==> config.mk <==
export PLATFORM = sky130hd
export DESIGN_NAME = mem_bus_arbiter_flat
export DESIGN_NICKNAME = d
export VERILOG_FILES = /design/src/rtl/mem_bus_arbiter_if.sv /design/src/rtl/mem_bus_arbiter.sv /design/src/flat_wrapper.sv
export SDC_FILE = /design/constraint.sdc
export NUM_CORES = 1
export LEC_CHECK = 0
export CORE_AREA = 2 2 110 112
export CTS_CLUSTER_SIZE = 40
export DETAILED_ROUTE_END_ITERATION = 8
export DIE_AREA = 0 0 112 114
export GPL_TIMING_DRIVEN = 0
export PLACE_DENSITY = 0.91
export SYNTH_ARGS = -nofsm -noshare
export SYNTH_HDL_FRONTEND = slang
export SYNTH_SLANG_ARGS = --single-unit
export TNS_END_PERCENT = 1
==> constraint.sdc <==
create_clock -name clk -period 2.2 [get_ports clk]
set_input_delay 0.66 -clock clk [delete_from_list [all_inputs] [get_ports clk]]
set_output_delay 0.66 -clock clk [all_outputs]
set_load 0.02 [all_outputs]
==> src/rtl/mem_bus_arbiter_if.sv <==
// Memory bus arbiter port bundle: IF, MEM and external bus signals.
// The slave modport is the arbiter's view, master is the environment's.
interface mem_bus_arbiter_if #(
    parameter int ADDR_W = 32,
    parameter int DATA_W = 32
);
    logic                  flush;

    logic                  inst_req;
    logic [ADDR_W-1:0]     inst_addr;
    logic                  inst_addr_ok;
    logic                  inst_data_ok;
    logic [DATA_W-1:0]     inst_rdata;

    logic                  data_req;
    logic                  data_wr;
    logic [1:0]            data_size;
    logic [ADDR_W-1:0]     data_addr;
    logic [DATA_W/8-1:0]   data_wstrb;
    logic [DATA_W-1:0]     data_wdata;
    logic                  data_addr_ok;
    logic                  data_data_ok;
    logic [DATA_W-1:0]     data_rdata;

    logic                  bus_req;
    logic                  bus_wr;
    logic [1:0]            bus_size;
    logic [ADDR_W-1:0]     bus_addr;
    logic [DATA_W/8-1:0]   bus_wstrb;
    logic [DATA_W-1:0]     bus_wdata;
    logic                  bus_addr_ok;
    logic                  bus_data_ok;
    logic [DATA_W-1:0]     bus_rdata;

    logic                  stallreq_if;
    logic                  stallreq_mem;

    modport slave (
        input  flush,
        input  inst_req, inst_addr,
        output inst_addr_ok, inst_data_ok, inst_rdata,
        input  data_req, data_wr, data_size, data_addr,
        input  data_wstrb, data_wdata,
        output data_addr_ok, data_data_ok, data_rdata,
        output bus_req, bus_wr, bus_size, bus_addr,
        output bus_wstrb, bus_wdata,
        input  bus_addr_ok, bus_data_ok, bus_rdata,
        output stallreq_if, stallreq_mem
    );

    modport master (
        output flush,
        output inst_req, inst_addr,
        input  inst_addr_ok, inst_data_ok, inst_rdata,
        output data_req, data_wr, data_size, data_addr,
        output data_wstrb, data_wdata,
        input  data_addr_ok, data_data_ok, data_rdata,
        input  bus_req, bus_wr, bus_size, bus_addr,
        input  bus_wstrb, bus_wdata,
        output bus_addr_ok, bus_data_ok, bus_rdata,
        input  stallreq_if, stallreq_mem
    );
endinterface

==> src/rtl/mem_bus_arbiter.sv <==
// Shares one SRAM-like bus between instruction fetch and load/store,
// one outstanding transaction, data has priority, fetches can be flushed.
module mem_bus_arbiter #(
    parameter int ADDR_W = 32,
    parameter int DATA_W = 32
) (
    input  logic              clk,
    input  logic              rst,
    mem_bus_arbiter_if.slave  port
);

    typedef enum logic [1:0] {
        IDLE,
        ADDR,
        DATA
    } state_t;

    state_t                state;
    logic                  owner;
    logic                  cancel;
    logic                  req_q;
    logic                  wr_q;
    logic [1:0]            size_q;
    logic [ADDR_W-1:0]     addr_q;
    logic [DATA_W/8-1:0]   wstrb_q;
    logic [DATA_W-1:0]     wdata_q;

    logic                  in_addr;
    logic                  in_data;
    logic                  inst_busy;
    logic                  data_busy;

    // Grant, latch the winning request and walk it through the bus phases.
    always_ff @(posedge clk) begin
        if (!rst) begin
            state   <= IDLE;
            owner   <= 1'b0;
            cancel  <= 1'b0;
            req_q   <= 1'b0;
            wr_q    <= 1'b0;
            size_q  <= 2'd0;
            addr_q  <= '0;
            wstrb_q <= '0;
            wdata_q <= '0;
        end else begin
            unique case (state)
                IDLE: begin
                    if (port.data_req) begin
                        wr_q    <= port.data_wr;
                        size_q  <= port.data_size;
                        addr_q  <= port.data_addr;
                        wstrb_q <= port.data_wstrb;
                        wdata_q <= port.data_wdata;
                        owner   <= 1'b1;
                        req_q   <= 1'b1;
                        state   <= ADDR;
                    end else if (port.inst_req && !port.flush) begin
                        wr_q    <= 1'b0;
                        size_q  <= 2'd2;
                        addr_q  <= port.inst_addr;
                        wstrb_q <= '0;
                        wdata_q <= '0;
                        owner   <= 1'b0;
                        req_q   <= 1'b1;
                        state   <= ADDR;
                    end
                end
                ADDR: begin
                    if (port.flush && !owner) begin
                        cancel <= 1'b1;
                    end
                    if (port.bus_addr_ok) begin
                        req_q <= 1'b0;
                        state <= DATA;
                    end
                end
                DATA: begin
                    if (port.bus_data_ok) begin
                        cancel <= 1'b0;
                        state  <= IDLE;
                    end else if (port.flush && !owner) begin
                        cancel <= 1'b1;
                    end
                end
                default: begin
                    req_q <= 1'b0;
                    state <= IDLE;
                end
            endcase
        end
    end

    assign in_addr = (state == ADDR);
    assign in_data = (state == DATA);

    assign port.bus_req   = req_q;
    assign port.bus_wr    = wr_q;
    assign port.bus_size  = size_q;
    assign port.bus_addr  = addr_q;
    assign port.bus_wstrb = wstrb_q;
    assign port.bus_wdata = wdata_q;

    // A cancelled fetch stays silent towards IF while it drains the bus.
    assign port.inst_addr_ok = in_addr & ~owner & ~cancel & port.bus_addr_ok;
    assign port.inst_data_ok = in_data & ~owner & ~cancel & port.bus_data_ok;
    assign port.data_addr_ok = in_addr & owner & port.bus_addr_ok;
    assign port.data_data_ok = in_data & owner & port.bus_data_ok;

    assign port.inst_rdata = port.bus_rdata;
    assign port.data_rdata = port.bus_rdata;

    assign inst_busy = (state != IDLE) & ~owner & ~cancel;
    assign data_busy = (state != IDLE) & owner;

    assign port.stallreq_if  = (port.inst_req | inst_busy)
                             & ~port.inst_data_ok & ~port.flush;
    assign port.stallreq_mem = (port.data_req | data_busy)
                             & ~port.data_data_ok;

endmodule

==> src/flat_wrapper.sv <==
// flat-port wrapper written by rule: the top's interface ports become plain ports
module mem_bus_arbiter_flat 
#(
    parameter int ADDR_W = 32,
    parameter int DATA_W = 32
)
  (clk, rst, port_flush, port_inst_req, port_inst_addr, port_inst_addr_ok, port_inst_data_ok, port_inst_rdata, port_data_req, port_data_wr, port_data_size, port_data_addr, port_data_wstrb, port_data_wdata, port_data_addr_ok, port_data_data_ok, port_data_rdata, port_bus_req, port_bus_wr, port_bus_size, port_bus_addr, port_bus_wstrb, port_bus_wdata, port_bus_addr_ok, port_bus_data_ok, port_bus_rdata, port_stallreq_if, port_stallreq_mem);
  mem_bus_arbiter_if #(.ADDR_W(ADDR_W), .DATA_W(DATA_W)) port_i ();
  input  logic clk;
  input  logic rst;
  input wire logic [$bits(port_i.flush)-1:0] port_flush;
  input wire logic [$bits(port_i.inst_req)-1:0] port_inst_req;
  input wire logic [$bits(port_i.inst_addr)-1:0] port_inst_addr;
  output wire logic [$bits(port_i.inst_addr_ok)-1:0] port_inst_addr_ok;
  output wire logic [$bits(port_i.inst_data_ok)-1:0] port_inst_data_ok;
  output wire logic [$bits(port_i.inst_rdata)-1:0] port_inst_rdata;
  input wire logic [$bits(port_i.data_req)-1:0] port_data_req;
  input wire logic [$bits(port_i.data_wr)-1:0] port_data_wr;
  input wire logic [$bits(port_i.data_size)-1:0] port_data_size;
  input wire logic [$bits(port_i.data_addr)-1:0] port_data_addr;
  input wire logic [$bits(port_i.data_wstrb)-1:0] port_data_wstrb;
  input wire logic [$bits(port_i.data_wdata)-1:0] port_data_wdata;
  output wire logic [$bits(port_i.data_addr_ok)-1:0] port_data_addr_ok;
  output wire logic [$bits(port_i.data_data_ok)-1:0] port_data_data_ok;
  output wire logic [$bits(port_i.data_rdata)-1:0] port_data_rdata;
  output wire logic [$bits(port_i.bus_req)-1:0] port_bus_req;
  output wire logic [$bits(port_i.bus_wr)-1:0] port_bus_wr;
  output wire logic [$bits(port_i.bus_size)-1:0] port_bus_size;
  output wire logic [$bits(port_i.bus_addr)-1:0] port_bus_addr;
  output wire logic [$bits(port_i.bus_wstrb)-1:0] port_bus_wstrb;
  output wire logic [$bits(port_i.bus_wdata)-1:0] port_bus_wdata;
  input wire logic [$bits(port_i.bus_addr_ok)-1:0] port_bus_addr_ok;
  input wire logic [$bits(port_i.bus_data_ok)-1:0] port_bus_data_ok;
  input wire logic [$bits(port_i.bus_rdata)-1:0] port_bus_rdata;
  output wire logic [$bits(port_i.stallreq_if)-1:0] port_stallreq_if;
  output wire logic [$bits(port_i.stallreq_mem)-1:0] port_stallreq_mem;
  assign port_i.flush = port_flush;
  assign port_i.inst_req = port_inst_req;
  assign port_i.inst_addr = port_inst_addr;
  assign port_inst_addr_ok = port_i.inst_addr_ok;
  assign port_inst_data_ok = port_i.inst_data_ok;
  assign port_inst_rdata = port_i.inst_rdata;
  assign port_i.data_req = port_data_req;
  assign port_i.data_wr = port_data_wr;
  assign port_i.data_size = port_data_size;
  assign port_i.data_addr = port_data_addr;
  assign port_i.data_wstrb = port_data_wstrb;
  assign port_i.data_wdata = port_data_wdata;
  assign port_data_addr_ok = port_i.data_addr_ok;
  assign port_data_data_ok = port_i.data_data_ok;
  assign port_data_rdata = port_i.data_rdata;
  assign port_bus_req = port_i.bus_req;
  assign port_bus_wr = port_i.bus_wr;
  assign port_bus_size = port_i.bus_size;
  assign port_bus_addr = port_i.bus_addr;
  assign port_bus_wstrb = port_i.bus_wstrb;
  assign port_bus_wdata = port_i.bus_wdata;
  assign port_i.bus_addr_ok = port_bus_addr_ok;
  assign port_i.bus_data_ok = port_bus_data_ok;
  assign port_i.bus_rdata = port_bus_rdata;
  assign port_stallreq_if = port_i.stallreq_if;
  assign port_stallreq_mem = port_i.stallreq_mem;
  mem_bus_arbiter #(.ADDR_W(ADDR_W), .DATA_W(DATA_W)) u_core (.clk(clk), .rst(rst), .port(port_i));
endmodule
Yosys cells after proc, flatten, opt, wreduce, memory -nomap -nowiden
Index checks and enable logic that the tools add are counted.
{"block": "totals", "ff_bits": 76, "inputBits": 142, "output_inout_bits": 142, "elab_cells": 72}
{"block": "classes", "n_eq_ne": 5, "mux": 23, "bitwise": 24, "n_reduce_logical": 11}
{"cell": "$mux W32", "n": 4}
{"cell": "$and A1 B1 Y1", "n": 16}
{"cell": "$mux W2", "n": 6}
{"cell": "$mux W1", "n": 8}
{"cell": "$mux W4", "n": 2}
{"cell": "$not A1 Y1", "n": 6}
{"cell": "$pmux W2 S3", "n": 1}
{"cell": "$reduce_and A3 Y1", "n": 2}
{"cell": "$reduce_bool A2 Y1", "n": 3}
{"cell": "$ne A2 B2 Y1 const B", "n": 2}
{"cell": "$ne A3 B2 Y1 const B", "n": 1}
{"cell": "$pmux W1 S3", "n": 1}
{"cell": "$eq A2 B1 Y1 const B", "n": 1}
{"cell": "$eq A2 B2 Y1 const B", "n": 1}
{"cell": "$logic_and A1 B1 Y1", "n": 2}
{"cell": "$logic_not A1 Y1", "n": 2}
{"cell": "$logic_not A2 Y1", "n": 1}
{"cell": "$or A1 B1 Y1", "n": 2}
{"cell": "$pmux W1 S2", "n": 1}
{"cell": "$reduce_and A2 Y1", "n": 1}

Longest topological paths before layout
Gate-level depths: netlist (run 1).
{"block": "depth", "ltp_word": 7, "mapped_depth": 6}

Worst setup path after synthesis (run 1)
OpenSTA, ideal clock, no wires.
{"block": "synth_path", "kind": "input-to-output", "from": "in port_data_req", "to": "out port_stallreq_mem", "t_arrival_ns": 1.546, "setup_slack_ns": -0.006, "path_stages": 5, "n_path_buf": 3, "cell_sequence": "buf_2 > buf_2 > buf_2 > a21oi_1 > nor2_1"}
{"block": "synth_between", "elab_chain_len": 2}
{"item": "start, declared", "line": "flat_wrapper.sv:17", "rtl": "input wire logic [$bits(port_i.data_req)-1:0] port_data_req;"}
{"item": "$or A1 B1 Y1", "line": "mem_bus_arbiter.sv:117", "rtl": "assign port.stallreq_mem = (port.data_req | data_busy)"}
{"item": "$and A1 B1 Y1", "line": "mem_bus_arbiter.sv:118", "rtl": "& ~port.data_data_ok;"}
{"item": "end, declared", "line": "flat_wrapper.sv:36", "rtl": "output wire logic [$bits(port_i.stallreq_mem)-1:0] port_stallreq_mem;"}
Every way passes these cells.

Worst setup path in the final report (run 1)
{"block": "layout_path", "from": "in port_inst_req", "to": "out port_stallreq_if"}
{"block": "layout_between", "elab_chain_len": 3}
{"item": "start, declared", "line": "flat_wrapper.sv:12", "rtl": "input wire logic [$bits(port_i.inst_req)-1:0] port_inst_req;"}
{"item": "$or A1 B1 Y1", "line": "mem_bus_arbiter.sv:115", "rtl": "assign port.stallreq_if = (port.inst_req | inst_busy)"}
{"item": "$and A1 B1 Y1 (2 in a row)", "line": "mem_bus_arbiter.sv:116", "rtl": "& ~port.inst_data_ok & ~port.flush;"}
{"item": "end, declared", "line": "flat_wrapper.sv:35", "rtl": "output wire logic [$bits(port_i.stallreq_if)-1:0] port_stallreq_if;"}
Every way passes these cells.

==> reports/metrics.cfg, run 1 <==
[floorplanning]
core_area_um2 = 11700
start_util_pct = 33.8
num_io_pins = 284
die_w_um = 112
fp-row-count = 40
fp.dieArea_um2 = 12800
fp.dieH_um = 114

[synth]
synth.avg_cell_area_um2 = 9.04
synth_top_area_cell = dfxtp_1
synth_cells = 438
synthTopCellsByArea = dfxtp_1 (38%), buf_4 (12%), mux2i_1 (8.8%), o211a_1 (8.1%), o211ai_1 (6.1%)
yosysWarnings = 0
yosysSeqAreaShare_pct = 38.4
netlist.area_leader.share_pct = 38.4
ys_ff_latch = 76
syn_area_um2 = 3960
synth_cell_types = 26
synth_nets = 584

[grt]
grt.overflow.total = 0
grt_pass1_wl_mm = 21.6
antenna_found_initial = 1
grt_max_degree = 20
track_usage_pct = 21.2
grt_pass1_vias = 4191

[cts]
clk_pin_slew_worst_paths_ns = 0.06
clkLatencyLatePin_ns = 0.33
cts_hold_buf = 0
cts_max_path_buffers = 2
cts_tree = yes
cts-buffers-inserted = 9
cts_root_buffer = clkbuf_16
cts.sinks = 76
cts_max_level = 3

[critical_path]
path_buf_inv = 2
crit_family = buffers and inverters
crit_path_top_delay_cell = clkdlybuf4s50_1
rrSetupSlack_ns = 0.57
cp.required_ns = 1.54
startpoint = port_inst_req
path_max_fanout = 3
critPathArrivalTime_ns = 1.54
r2r_start = u_core.state[0]$_SDFFE_PN0P_
reg2reg_to = u_core.port.bus_addr[16]$_SDFFE_PN0P_
path_depth = 4
cp-start-kind = primary input
critPathKind = in2out
cp-endpoint = port_stallreq_if
reg2regPathDepth = 5
slowest_delay_ns = 0.52
end_kind = output port
crit_chain = clkdlybuf4s50_1 -> nor2_1 -> nor3_1 -> buf_2

[placement]
dp.final_hpwl_mm = 11.0
gp_congestion = 0.821
dp_slack_ns = -0.728
portBuffers = 249

[route]
route.detailed.drc = 0
drt_iter0_drc = 187
routed_via_density = 5.02
wl_per_cell_um = 16.6
via_count = 4274
firstDrtPassIters = 5
drtAntennaViolNets = 0
routed_wl_mm = 14.1

[run]
cap_violations = 0

[layout]
synthToLayoutAreaGrowth_pct = 77.1
drive_above_1_share_pct = 17.2
final_cell_mix = clkdlybuf4s50_1 (241), dfxtp_1 (74), buf_4 (68)
layout_commonest_cell = clkdlybuf4s50_1
layout.nets = 844

[sta]
relSlewSlack_pct = 54.3
fmax_mhz = 455
hold_viol = 0
worst_pin_slew_ns = 0.685
clock_skew_ns = 0.00746
rsz0062_at_grt = true
tns_ns = 0
finalCriticalPeriod_ns = 2.20
setup_viol = 0
min_period_over_period_pct = 99.8
worst_slack_ns = 0.00365
slew_violations = 0
whs_ns = 0.453

[pwr]
p_leak_nw = 3.03
power.density_nw_per_um2 = 959
ir_worst_vdd_mv = 0.562

[min_path]
min_path_type = reg2reg

[status]
status = complete, no violations

[synth_stat cells]
| cell type | count |
|---|---|
| dfxtp_1 | 76 |
| buf_4 | 65 |
| nand2_1 | 47 |
| nand4_1 | 38 |
| mux2i_1 | 35 |
| o21ai_0 | 35 |
| o211a_1 | 32 |
| o211ai_1 | 32 |
| clkbuf_1 | 25 |
| buf_2 | 10 |
| buf_6 | 8 |
| nor2_1 | 5 |
| ha_1 | 4 |
| inv_1 | 4 |
| nor2b_1 | 4 |
| nor3_1 | 4 |
| o21ai_1 | 4 |
| a211oi_1 | 2 |
| a21boi_0 | 1 |
| a21oi_1 | 1 |
| a31oi_1 | 1 |
| buf_1 | 1 |
| nand2b_1 | 1 |
| nand3_1 | 1 |
| o21a_1 | 1 |
| o221a_2 | 1 |
[registers in the layout (all words and copies together) (netlist names)]
register and flops:
u_core.cancel 1, u_core.port.bus_addr 32, u_core.port.bus_size 2, u_core.state 2
u_core.port.bus_wdata 32, u_core.owner 1, u_core.port.bus_req 1, u_core.port.bus_wstrb 4
u_core.port.bus_wr 1
[timing repair]
action                                  CTS  global route
setup buffers                             0             2
endpoints found under the setup margin    6             7
pin swaps                                 1             0
resized for setup                        38            13
endpoints found under the hold margin     0             0
[cells by family after synthesis]
family                     Yosys count  share of synthesized area [%]
buffers and inverters              113                           18.7
AOI/OAI and AO/OA                  110                           20.4
and+or+nand+nor                    100                           12.4
DFF                                 76                           38.4
muxes                               35                           8.85
adders and majority gates            4                           1.26
[power breakdown]
part / internal (W) / leakage, nW / switching [W]
Clock: 0.00108 / 0.169 / 0.000570
Combinational: 0.00148 / 2.24 / 0.00165
Sequential: 0.00173 / 0.628 / 0.000207
Total: 0.00430 / 3.03 / 0.00243
[worst register-to-register path: stages (launching register included)]
cell and delay [ns]:
dfxtp_2 0.34, inv_2 0.08, ha_4 0.24, clkbuf_1 0.52, o211ai_1 0.18, o211a_1 0.16
[how the worst min path moves through the flow]
stage	from	slack (ns)	depth (start not counted)	to
2_1_floorplan	u_core.state[1]$_SDFFE_PN0P_	0.45	2	u_core.state[1]$_SDFFE_PN0P_
3_3_place_gp	u_core.port.bus_wdata[11]$_SDFFE_PN0P_	0.44	2	u_core.port.bus_wdata[11]$_SDFFE_PN0P_
3_5_place_dp	u_core.port.bus_wdata[11]$_SDFFE_PN0P_	0.45	2	u_core.port.bus_wdata[11]$_SDFFE_PN0P_
4_1_cts	u_core.port.bus_wdata[11]$_SDFFE_PN0P_	0.46	2	u_core.port.bus_wdata[11]$_SDFFE_PN0P_
5_1_grt	u_core.port.bus_wdata[4]$_SDFFE_PN0P_	0.48	2	u_core.port.bus_wdata[4]$_SDFFE_PN0P_
6_report	u_core.port.bus_wdata[11]$_SDFFE_PN0P_	0.45	2	u_core.port.bus_wdata[11]$_SDFFE_PN0P_
[area by class of cell]
| class | instances | area [um^2] |
|---|---|---|
| Antenna cell | 1 | 2.50 |
| Buffer | 107 | 723 |
| Clock buffer | 12 | 267 |
| Clock inverter | 4 | 70.1 |
| Fill cell | 991 | 4700 |
| Inverter | 4 | 15.0 |
| Multi-Input combinational cell | 249 | 1750 |
| Sequential cell | 76 | 1520 |
| Tap cell | 147 | 184 |
| Timing Repair Buffer | 251 | 2480 |
[per-layer routing]
| metal | global-route usage (%) | vias to the layer above | part of all wire, % |
|---|---|---|---|
| met5 | 0 | - | 0 |
| met4 | 6.83 | 0 | 2.1 |
| met1 | 23.2 | 2013 | 38 |
| met2 | 38.7 | 208 | 51 |
| met3 | 7.07 | 16 | 8.9 |
| li1 | - | 2037 | - |
[through the flow]
step / utilization, % / power (W) / cells / instance area (um^2)
2_1_floorplan: - / 0.00363 / 438 / 3960
6_report: 59.9 / 0.00673 / 851 / 7010
3_5_place_dp: 56.7 / 0.00503 / 834 / 6640
3_3_place_gp: 56.7 / 0.00496 / 834 / 6640
4_1_cts: 59.6 / 0.00672 / 849 / 6980
5_1_grt: 59.9 / 0.00710 / 851 / 7010
Note: power is estimated with default switching activity, not from simulation.
==> inputs of run 2 (changes only) <==
--- a/constraint.sdc
+++ b/constraint.sdc
@@ -3,2 +3,2 @@
 set_output_delay 0.66 -clock clk [all_outputs]
-set_load 0.02 [all_outputs]
+set_load 0.1 [all_outputs]
==> run 2 against run 1 <==
Compared with the run above: cell count did not move; utilization fell by 1.3 points; highest routed layer is now met5; clock power barely moved; via count fell by 0.21%; global-route usage rose by 0.18 points; sequential cell count did not move; hold slack got worse by 0.0023 ns.
==> reports/metrics.cfg, run 2 (synthesized netlist as in run 1, its figures left out) <==
[route]
firstDrtPassIters = 4  ; -1
wl_per_cell_um = 16.5  ; -0.55%
drtAntennaViolNets = 0  ; unchanged
via_count = 4265  ; -0.21%
drt_iter0_drc = 236  ; +26%
routed_via_density = 5.01  ; -0.21%
routed_wl_mm = 14.0  ; -0.55%
route.detailed.drc = 0  ; unchanged

[grt]
track_usage_pct = 21.4  ; +0.18 points
grt_pass1_vias = 4185  ; -0.14%
grt.overflow.total = 0  ; unchanged
grt_max_degree = 13  ; -35%
antenna_found_initial = 1  ; unchanged
grt_pass1_wl_mm = 21.6  ; -0.35%

[sta]
finalCriticalPeriod_ns = 2.19  ; -0.0111 ns
clock_skew_ns = 0.00451  ; -0.00295 ns
worst_pin_slew_ns = 0.994  ; +0.309 ns
hold_viol = 0  ; unchanged
rsz0062_at_grt = true
relSlewSlack_pct = 34.0  ; -20 points
fmax_mhz = 458  ; +0.51%
min_period_over_period_pct = 99.3  ; -0.51 points
tns_ns = 0  ; unchanged
slew_violations = 0  ; unchanged
setup_viol = 0  ; unchanged

[critical_path]
reg2regPathDepth = 6  ; +1
cp.required_ns = 1.54  ; about the same
critPathKind = in2out
cp-start-kind = primary input
path_max_fanout = 4  ; +1
critPathArrivalTime_ns = 1.53  ; about the same
end_kind = output port

[placement]
portBuffers = 249  ; unchanged
post_dp_cell_area_um2 = 6680  ; +0.57%
dp.final_hpwl_mm = 10.8  ; -1.8%
placed_cells = 834  ; unchanged
gp_congestion = 0.764  ; -7.0%

[layout]
instances_no_fill = 851  ; unchanged
n_fill_cell = 1024  ; +3.3%
synthToLayoutAreaGrowth_pct = 73.3
drive_above_1_share_pct = 30.0  ; +13 points
final_cell_mix = buf_4 (132), clkdlybuf4s50_1 (104), dfxtp_1 (73)
num_antenna_cells = 0  ; -1
layout_commonest_cell = buf_4
layout.nets = 845  ; +0.12%
design_area_um2 = 6860  ; -2.1%

[floorplanning]
core_area_um2 = 11700  ; unchanged
start_util_pct = 33.8  ; unchanged
fp.dieArea_um2 = 12800  ; unchanged
fp-row-count = 40  ; unchanged
num_io_pins = 284  ; unchanged
fp.dieH_um = 114  ; unchanged
die_w_um = 112  ; unchanged

[min_path]
min_path_type = reg2reg
whs_path_depth = 2  ; unchanged

[cts]
clk_pin_slew_worst_paths_ns = 0.06  ; about the same
cts_max_level = 3  ; unchanged
cts-buffers-inserted = 9  ; unchanged
cts.sinks = 76  ; unchanged
cts_tree = yes
cts_root_buffer = clkbuf_16
cts_max_path_buffers = 2  ; unchanged
clkLatencyLatePin_ns = 0.33  ; about the same
cts_hold_buf = 0  ; unchanged

[pwr]
power.density_nw_per_um2 = 1310  ; +36%
p_leak_nw = 3.19  ; +5.3%
ir_worst_vdd_mv = 0.775  ; +38%
fin_total_pwr_w = 0.00899  ; +34%

[status]
status = complete, no violations

[run]
cap_violations = 0  ; unchanged

## run 2: cell count changes in the layout (fill, tap and decap cells not counted), moves of 2 or more
cell / delta
buf_12: +3
buf_2: -6
buf_4: +64
buf_8: +2
clkbuf_1: +3
clkbuf_2: +21
clkdlybuf4s15_1: +46
clkdlybuf4s15_2: +2
clkdlybuf4s50_1: -137
clkinv_2: -2
dfxtp_4: +2
dlymetal6s2s_1: +2
nor2_1: -2
nor3_4: +2
## run 2: metrics by stage
stage	worst slack [ns]	utilization (%)	hold WS, ns
4_1_cts	-0.233	58.3	0.453
3_5_place_dp	-1.29	57.0	0.441
5_1_grt	-0.0465	58.6	0.472
3_3_place_gp	-1.29	57.0	0.436
2_1_floorplan	-0.414	-	0.451
6_report	0.0148	58.6	0.450
## run 2: worst paths after layout
check | slack [ns] | endpoint | from
max reg2reg | 0.43 | u_core.port.bus_addr[16]$_SDFFE_PN0P_ | u_core.state[1]$_SDFFE_PN0P_
min reg2reg | 0.45 | u_core.port.bus_wdata[11]$_SDFFE_PN0P_ | u_core.port.bus_wdata[11]$_SDFFE_PN0P_
min | 0.45 | u_core.port.bus_wdata[11]$_SDFFE_PN0P_ | u_core.port.bus_wdata[11]$_SDFFE_PN0P_
max | 0.01 | port_stallreq_if | port_flush
## run 2: per-layer routing
layer / share of wire (%) / global-route usage, % / vias up
met5: 0.11 / 0 / -
met4: 2.4 / 8.62 / 2
met3: 9.3 / 6.27 / 29
met2: 50 / 37.8 / 241
met1: 38 / 24.2 / 1956
li1: - / - / 2037
## run 2: what timing repair did
action | in CTS | in global routing
setup endpoints to repair | 142 | 69
pin swaps | 0 | 5
gates resized for setup | 278 | 93
setup buffers | 0 | 3
## run 2: area by class of cell
cell class / count / area (um^2) / share of cell area, %
flip-flops and latches: 76 / 1530 / 22.3
multi-input cells: 249 / 1790 / 26.0
clock buffers: 13 / 260 / 3.79
plain buffers: 107 / 728 / 10.6
repair buffers: 252 / 2290 / 33.4
clock inverters: 3 / 68.8 / 1.00
inverters: 4 / 17.5 / 0.255
well taps: 147 / 184 / 2.68
## run 2: where the power goes
| part | switching [W] | leakage [nW] | total, W | internal [W] |
|---|---|---|---|---|
| combinational | 0.00409 | 2.41 | 0.00541 | 0.00132 |
| clock | 0.000563 | 0.160 | 0.00162 | 0.00106 |
| sequential | 0.000216 | 0.629 | 0.00196 | 0.00174 |
| total | 0.00487 | 3.19 | 0.00899 | 0.00412 |
## run 2: worst max-delay path: stages
cell,delay (ns)
clkdlybuf4s50_1,0.49
nor3_4,0.18
buf_12,0.20
